## config.mk

```make
export PLATFORM = sky130hd
export DESIGN_NAME = keypad_scanner_flat
export DESIGN_NICKNAME = d
export VERILOG_FILES = /design/src/rtl/keypad_if.sv /design/src/rtl/keypad_scanner.sv /design/src/flat_wrapper.sv
export SDC_FILE = /design/constraint.sdc
export NUM_CORES = 1
export LEC_CHECK = 0
export CORE_MARGIN = 5
export CORE_UTILIZATION = 50
export CTS_CLUSTER_SIZE = 16
export DETAILED_ROUTE_END_ITERATION = 10
export GPL_TIMING_DRIVEN = 0
export PLACE_DENSITY = 0.7
export SYNTH_ARGS = -nofsm -noshare
export SYNTH_HDL_FRONTEND = slang
export SYNTH_SLANG_ARGS = --single-unit
```

## constraint.sdc

```tcl
create_clock -name clk -period 2.55 [get_ports clk]
set_clock_uncertainty 0.15 [all_clocks]
set_input_delay 0.3825 -clock clk [delete_from_list [all_inputs] [get_ports clk]]
set_output_delay 0.3825 -clock clk [all_outputs]
set_load 0.02 [all_outputs]
```

## src/rtl/keypad_if.sv

```systemverilog
// Keypad front-end bundle: row levels in, active-low column drive and key event outputs.
interface keypad_if;
    logic [3:0] row;
    logic [3:0] col;
    logic [3:0] key_code;
    logic       key_valid;
    logic       key_held;

    modport master (output row, input col, key_code, key_valid, key_held);
    modport slave  (input row, output col, key_code, key_valid, key_held);
endinterface

```

## src/rtl/keypad_scanner.sv

```systemverilog
// 4x4 matrix keypad scanner: walks an active-low column, qualifies a stable row
// pattern into one key event, then waits for a qualified release before resuming.
module keypad_scanner #(
    parameter int SCAN_CYCLES    = 5,
    parameter int RELEASE_CYCLES = 5
) (
    input  logic     clk,
    input  logic     rst,
    keypad_if.slave  kp
);
    typedef enum logic [1:0] {SCAN, DETECT, PRESSED} state_t;

    localparam logic [7:0] SC_LAST = 8'(SCAN_CYCLES - 1);
    localparam logic [7:0] RC_LAST = 8'(RELEASE_CYCLES - 1);

    state_t     state_q;
    logic [3:0] col_q;
    logic [3:0] row_ref_q;
    logic [3:0] key_code_q;
    logic       key_valid_q;
    logic       key_held_q;
    logic [7:0] dwell_q;
    logic [7:0] match_q;
    logic [7:0] rel_q;
    logic [3:0] acc_row;
    logic [3:0] acc_code;

    function automatic logic [1:0] low_idx(input logic [3:0] v);
        if (v[0])      return 2'd0;
        else if (v[1]) return 2'd1;
        else if (v[2]) return 2'd2;
        else           return 2'd3;
    endfunction

    // With SCAN_CYCLES=1 the press is accepted straight from SCAN using the live rows.
    always_comb begin
        acc_row  = (state_q == SCAN) ? kp.row : row_ref_q;
        acc_code = {low_idx(acc_row), low_idx(~col_q)};
    end

    always_ff @(posedge clk or posedge rst) begin
        if (rst) begin
            state_q     <= SCAN;
            col_q       <= 4'b1110;
            row_ref_q   <= 4'd0;
            key_code_q  <= 4'd0;
            key_valid_q <= 1'b0;
            key_held_q  <= 1'b0;
            dwell_q     <= 8'd0;
            match_q     <= 8'd0;
            rel_q       <= 8'd0;
        end else begin
            key_valid_q <= 1'b0;
            case (state_q)
                SCAN: begin
                    if (kp.row == 4'd0) begin
                        if (dwell_q == SC_LAST) begin
                            col_q   <= {col_q[2:0], col_q[3]};
                            dwell_q <= 8'd0;
                        end else begin
                            dwell_q <= dwell_q + 8'd1;
                        end
                    end else if (SCAN_CYCLES == 1) begin
                        key_code_q  <= acc_code;
                        key_valid_q <= 1'b1;
                        key_held_q  <= 1'b1;
                        dwell_q     <= 8'd0;
                        rel_q       <= 8'd0;
                        state_q     <= PRESSED;
                    end else begin
                        row_ref_q <= kp.row;
                        match_q   <= 8'd1;
                        dwell_q   <= 8'd0;
                        state_q   <= DETECT;
                    end
                end
                DETECT: begin
                    if (kp.row == row_ref_q) begin
                        if (match_q == SC_LAST) begin
                            key_code_q  <= acc_code;
                            key_valid_q <= 1'b1;
                            key_held_q  <= 1'b1;
                            rel_q       <= 8'd0;
                            state_q     <= PRESSED;
                        end else begin
                            match_q <= match_q + 8'd1;
                        end
                    end else begin
                        dwell_q <= 8'd0;
                        match_q <= 8'd0;
                        state_q <= SCAN;
                    end
                end
                PRESSED: begin
                    // Any non-zero sample is release bounce: restart the release count.
                    if (kp.row != 4'd0) begin
                        rel_q <= 8'd0;
                    end else if (rel_q == RC_LAST) begin
                        key_held_q <= 1'b0;
                        col_q      <= {col_q[2:0], col_q[3]};
                        dwell_q    <= 8'd0;
                        match_q    <= 8'd0;
                        rel_q      <= 8'd0;
                        state_q    <= SCAN;
                    end else begin
                        rel_q <= rel_q + 8'd1;
                    end
                end
                default: state_q <= SCAN;
            endcase
        end
    end

    assign kp.col       = col_q;
    assign kp.key_code  = key_code_q;
    assign kp.key_valid = key_valid_q;
    assign kp.key_held  = key_held_q;
endmodule

```

## src/flat_wrapper.sv

```systemverilog
// flat-port wrapper written by rule: the top's interface ports become plain ports
module keypad_scanner_flat 
#(
    parameter int SCAN_CYCLES    = 5,
    parameter int RELEASE_CYCLES = 5
)
  (clk, rst, kp_row, kp_col, kp_key_code, kp_key_valid, kp_key_held);
  keypad_if kp_i ();
  input  logic clk;
  input  logic rst;
  input wire logic [$bits(kp_i.row)-1:0] kp_row;
  output wire logic [$bits(kp_i.col)-1:0] kp_col;
  output wire logic [$bits(kp_i.key_code)-1:0] kp_key_code;
  output wire logic [$bits(kp_i.key_valid)-1:0] kp_key_valid;
  output wire logic [$bits(kp_i.key_held)-1:0] kp_key_held;
  assign kp_i.row = kp_row;
  assign kp_col = kp_i.col;
  assign kp_key_code = kp_i.key_code;
  assign kp_key_valid = kp_i.key_valid;
  assign kp_key_held = kp_i.key_held;
  keypad_scanner #(.SCAN_CYCLES(SCAN_CYCLES), .RELEASE_CYCLES(RELEASE_CYCLES)) u_core (.clk(clk), .rst(rst), .kp(kp_i));
endmodule
```

==> impl_metrics.env, run 1 <==
export IMPL_outcome="finished, final reports clean"
export IMPL_num_rows=24
export IMPL_clkTransAtPathRegs_ns=0.08
export IMPL_cts_root_buf="clkbuf_8"
export IMPL_synth_top_area_cell="dfrtp_1"
export IMPL_cts_buffers=5
export IMPL_required_ns=2.61
export IMPL_slew_headroom_pct=44.1
export IMPL_hpwl_um=3190
export IMPL_yosysTopAreaCellShare_pct=40.7
export IMPL_post_route_min_period_ns=2.42
export IMPL_cp_data_arrival_time_ns=2.48
export IMPL_track_usage_pct=16.6
export IMPL_timing_fmax_mhz=413
export IMPL_ir_drop_mv=0.593
export IMPL_viasPerCell=5.67
export IMPL_path_class="in2reg"
export IMPL_maxCapViolations=0
export IMPL_critPathTopFamily="compound AO/OA/AOI/OAI gates"
export IMPL_cts_sinks=40
export IMPL_min_from="u_core.kp.key_code[0]"
export IMPL_setup_viol=0
export IMPL_holdBufCountCts=0
export IMPL_routabilityCongestion=0.804
export IMPL_diodes=0
export IMPL_final_setup_worst_slack_ns=0.131
export IMPL_drc=0
export IMPL_worstPathCellList="dlygate4sd2_1, or4_4, o31a_1, a211o_4, or2_4, o31ai_1"
export IMPL_htree_num_levels=2
export IMPL_ys_types=49
export IMPL_crit_start="kp_row[0]"
export IMPL_grt_overflow=0
export IMPL_wl_per_cell_um=14.3
export IMPL_drive_above_1_share_pct=10.4
export IMPL_cpPeakStageDelay_ns=0.57
export IMPL_critical_path_slowest_cell="or4_4"
export IMPL_cts_buffer_depth=2
export IMPL_p_sw_share_pct=32.5
export IMPL_finalNonFillerCells=322
export IMPL_cp_max_fo=10
export IMPL_initial_core_util_pct=51.9
export IMPL_fin_crit_sh_pct=94.9
export IMPL_p_switching_uw=542
export IMPL_ant_nets=0
export IMPL_drv_slew=0
export IMPL_rr_startpoint="u_core.rel_q[0]"
export IMPL_vias=1827
export IMPL_nNetsFinal=285
export IMPL_place_ws_ns=-0.501
export IMPL_ios=16
export IMPL_reg2reg_depth=7
export IMPL_hold_depth=2
export IMPL_rsz0062_at_grt="false"
export IMPL_synth_area_sq_um=2270
export IMPL_r2r_end="u_core.dwell_q[6]"
export IMPL_dieArea_sq_um=6000
export IMPL_async_flop_share_pct=100
export IMPL_grt_pass1_vias=1753
export IMPL_synth_edf_count=0
export IMPL_die_w_um=77.5
export IMPL_dpl_cell_count=313
export IMPL_pwr_share_clk_pct=31.2
export IMPL_syn_to_final_growth_pct=15.1
export IMPL_ys_top_cells_by_count="dfrtp_1, nand2_1, o21ai_0"
export IMPL_yosysWarnings=0
export IMPL_synth_nets=262
export IMPL_port_buffer_count=15
export IMPL_setup_worst_path_start_class="primary input"
export IMPL_yosysMostFrequentCell="dfrtp_1"
export IMPL_power_density_nw_per_um2=636
export IMPL_tightestPinTransition_ns=0.838
export IMPL_syn_area_per_cell_sq_um=9.25
export IMPL_whs_endpoint="u_core.kp.key_code[0]"
export IMPL_finalHoldViolations=0
export IMPL_ys_flop_type="dfrtp_1"
export IMPL_hold_path_class="reg2reg"
export IMPL_clock_latency_ns=0.29
export IMPL_first_pass_iters=5
export IMPL_fp_coreArea_sq_um=4380
export IMPL_drt_wl_total_um=4610
export IMPL_synth_area_leaders="dfrtp_1, ha_1, o21ai_0, nand2_1, dfstp_2"
export IMPL_synthCells=246
export IMPL_endpoint_kind="register"
export IMPL_cp_num_buf_inv=1
export IMPL_p_comb_share_pct=24.5
export IMPL_r2r_setup_slack_ns=0.17
export IMPL_p_seq_share_pct=44.3
export IMPL_ys_ff_latch=40
export IMPL_cts_tree="done"
export IMPL_grt_pass1_wl_um=8240
export IMPL_internal_power_uw=1120
export IMPL_antenna_found_initial=0
export IMPL_grt_start_max_net_pins=41
export IMPL_first_iter_violations=171
export IMPL_cellLeakagePower_uw=0.00111
export IMPL_ys_seq_area_share_pct=44.2
export IMPL_chipHeight_um=77.5
-- metrics by stage --
stage | hold slack (ns) | setup TNS, ns | util (%) | instance area [sq um] | total power (uW)
6_report | 0.333 | 0 | 59.7 | 2620 | 1670
5_1_grt | 0.376 | 0 | 59.7 | 2620 | 1770
4_1_cts | 0.342 | 0 | 59.6 | 2610 | 1680
3_5_place_dp | 0.323 | -7.82 | 56.8 | 2490 | 1150
3_3_place_gp | 0.316 | -7.28 | 56.8 | 2490 | 1140
2_1_floorplan | 0.292 | 0 | - | 2270 | 1050
-- power by group through the flow --
stage / registers [uW] / logic (uW) / clock network (uW)
floorplan: 737 / 314 / 0
global placement: 747 / 393 / 0
detailed placement: 748 / 399 / 0
CTS: 737 / 410 / 538
global route: 747 / 461 / 567
finish: 738 / 409 / 519
-- logic make-up after synthesis --
logic type               after synthesis  share of synthesized area (%)
multiplexers                           6                           2.92
adder cells (fa/ha/maj)               10                           5.50
buffers and inverters                 21                           3.52
flip-flops                            40                           44.2
AO/OA/AOI/OAI                         73                           21.3
AND/OR/NAND/NOR                       92                           21.0
XOR/XNOR                               4                           1.54
-- cell usage in the layout (no fill, tap or decap), types with 2 or more instances in the layout --
cell type        Yosys  routed
inv_1               15      14
nor2_1              19      18
o41ai_1              3       3
nor2b_1              4       4
o21ai_1              9       9
a31oi_1              3       3
o31ai_1              7       7
clkbuf_8             0       5
and3_1               4       4
dfstp_2              3       3
clkbuf_1             4       4
o21ai_0             23      23
o211ai_1             3       3
a21oi_1             10      10
ha_1                10      10
mux2_2               5       5
nor3_1               3       3
nor4_4               1       2
nand2_1             28      28
clkdlybuf4s50_1      0      11
nand3_1             15      15
nand4_1              2       2
xor2_1               4       4
a22o_1               5       5
dlygate4sd2_1        0       3
or3_1                3       3
nand2b_1             2       2
dfrtp_1             37      37
-- cell type report --
| cell class | count | area (sq um) |
|---|---|---|
| clock inverter | 3 | 42.5 |
| fill | 381 | 1770 |
| sequential | 40 | 1000 |
| tap | 52 | 65.1 |
| clock buffer | 5 | 68.8 |
| timing repair buffer | 16 | 156 |
| buffer | 6 | 23.8 |
| inverter | 15 | 56.3 |
| multi-input combinational | 185 | 1200 |
-- sequential cells by signal (all words and copies together) (netlist names) --
register	cells
u_core.dwell_q	8
u_core.match_q	8
u_core.rel_q	8
u_core.kp.col	4
u_core.kp.key_code	4
u_core.row_ref_q	4
u_core.state_q	2
u_core.kp.key_held	1
u_core.kp.key_valid	1
-- worst max-delay path by stage --
stage               cells after the start                end  slack (ns)
floorplan                               5  u_core.dwell_q[3]        0.29
global placement                        6  u_core.dwell_q[7]       -0.52
detailed placement                      6  u_core.dwell_q[7]       -0.50
CTS                                     6  u_core.dwell_q[6]        0.01
global route                            7  u_core.dwell_q[7]       0.009
finish                                  6  u_core.dwell_q[6]        0.13
-- worst register-to-register path, stage by stage, from the launching register on --
cell	delay, ns
dfrtp_1	0.44
inv_1	0.08
ha_1	0.14
nand4bb_1	0.20
o31a_1	0.41
a211o_4	0.38
or2_4	0.28
o31ai_1	0.22
-- what timing repair did --
item                       4_1_cts  5_1_grt
gates resized for setup          4        2
setup endpoints to repair       13        7
cloned                           0        0
buffers inserted                 1        0
pin swaps                        1        0
-- layer usage --
metal	share of wire [%]	GRT usage [%]
met3	3.1	4.17
met5	0	0
met1	48	21.3
met4	1.2	4.64
met2	48	27.8
Note: power is estimated with default switching activity, not from simulation.
==> inputs of run 2 (changes only) <==
ABC_CLOCK_PERIOD_IN_PS = 2550   (was unset)
==> results of run 2 <==
Final layout, timing and power as in run 1 (identical DEF).
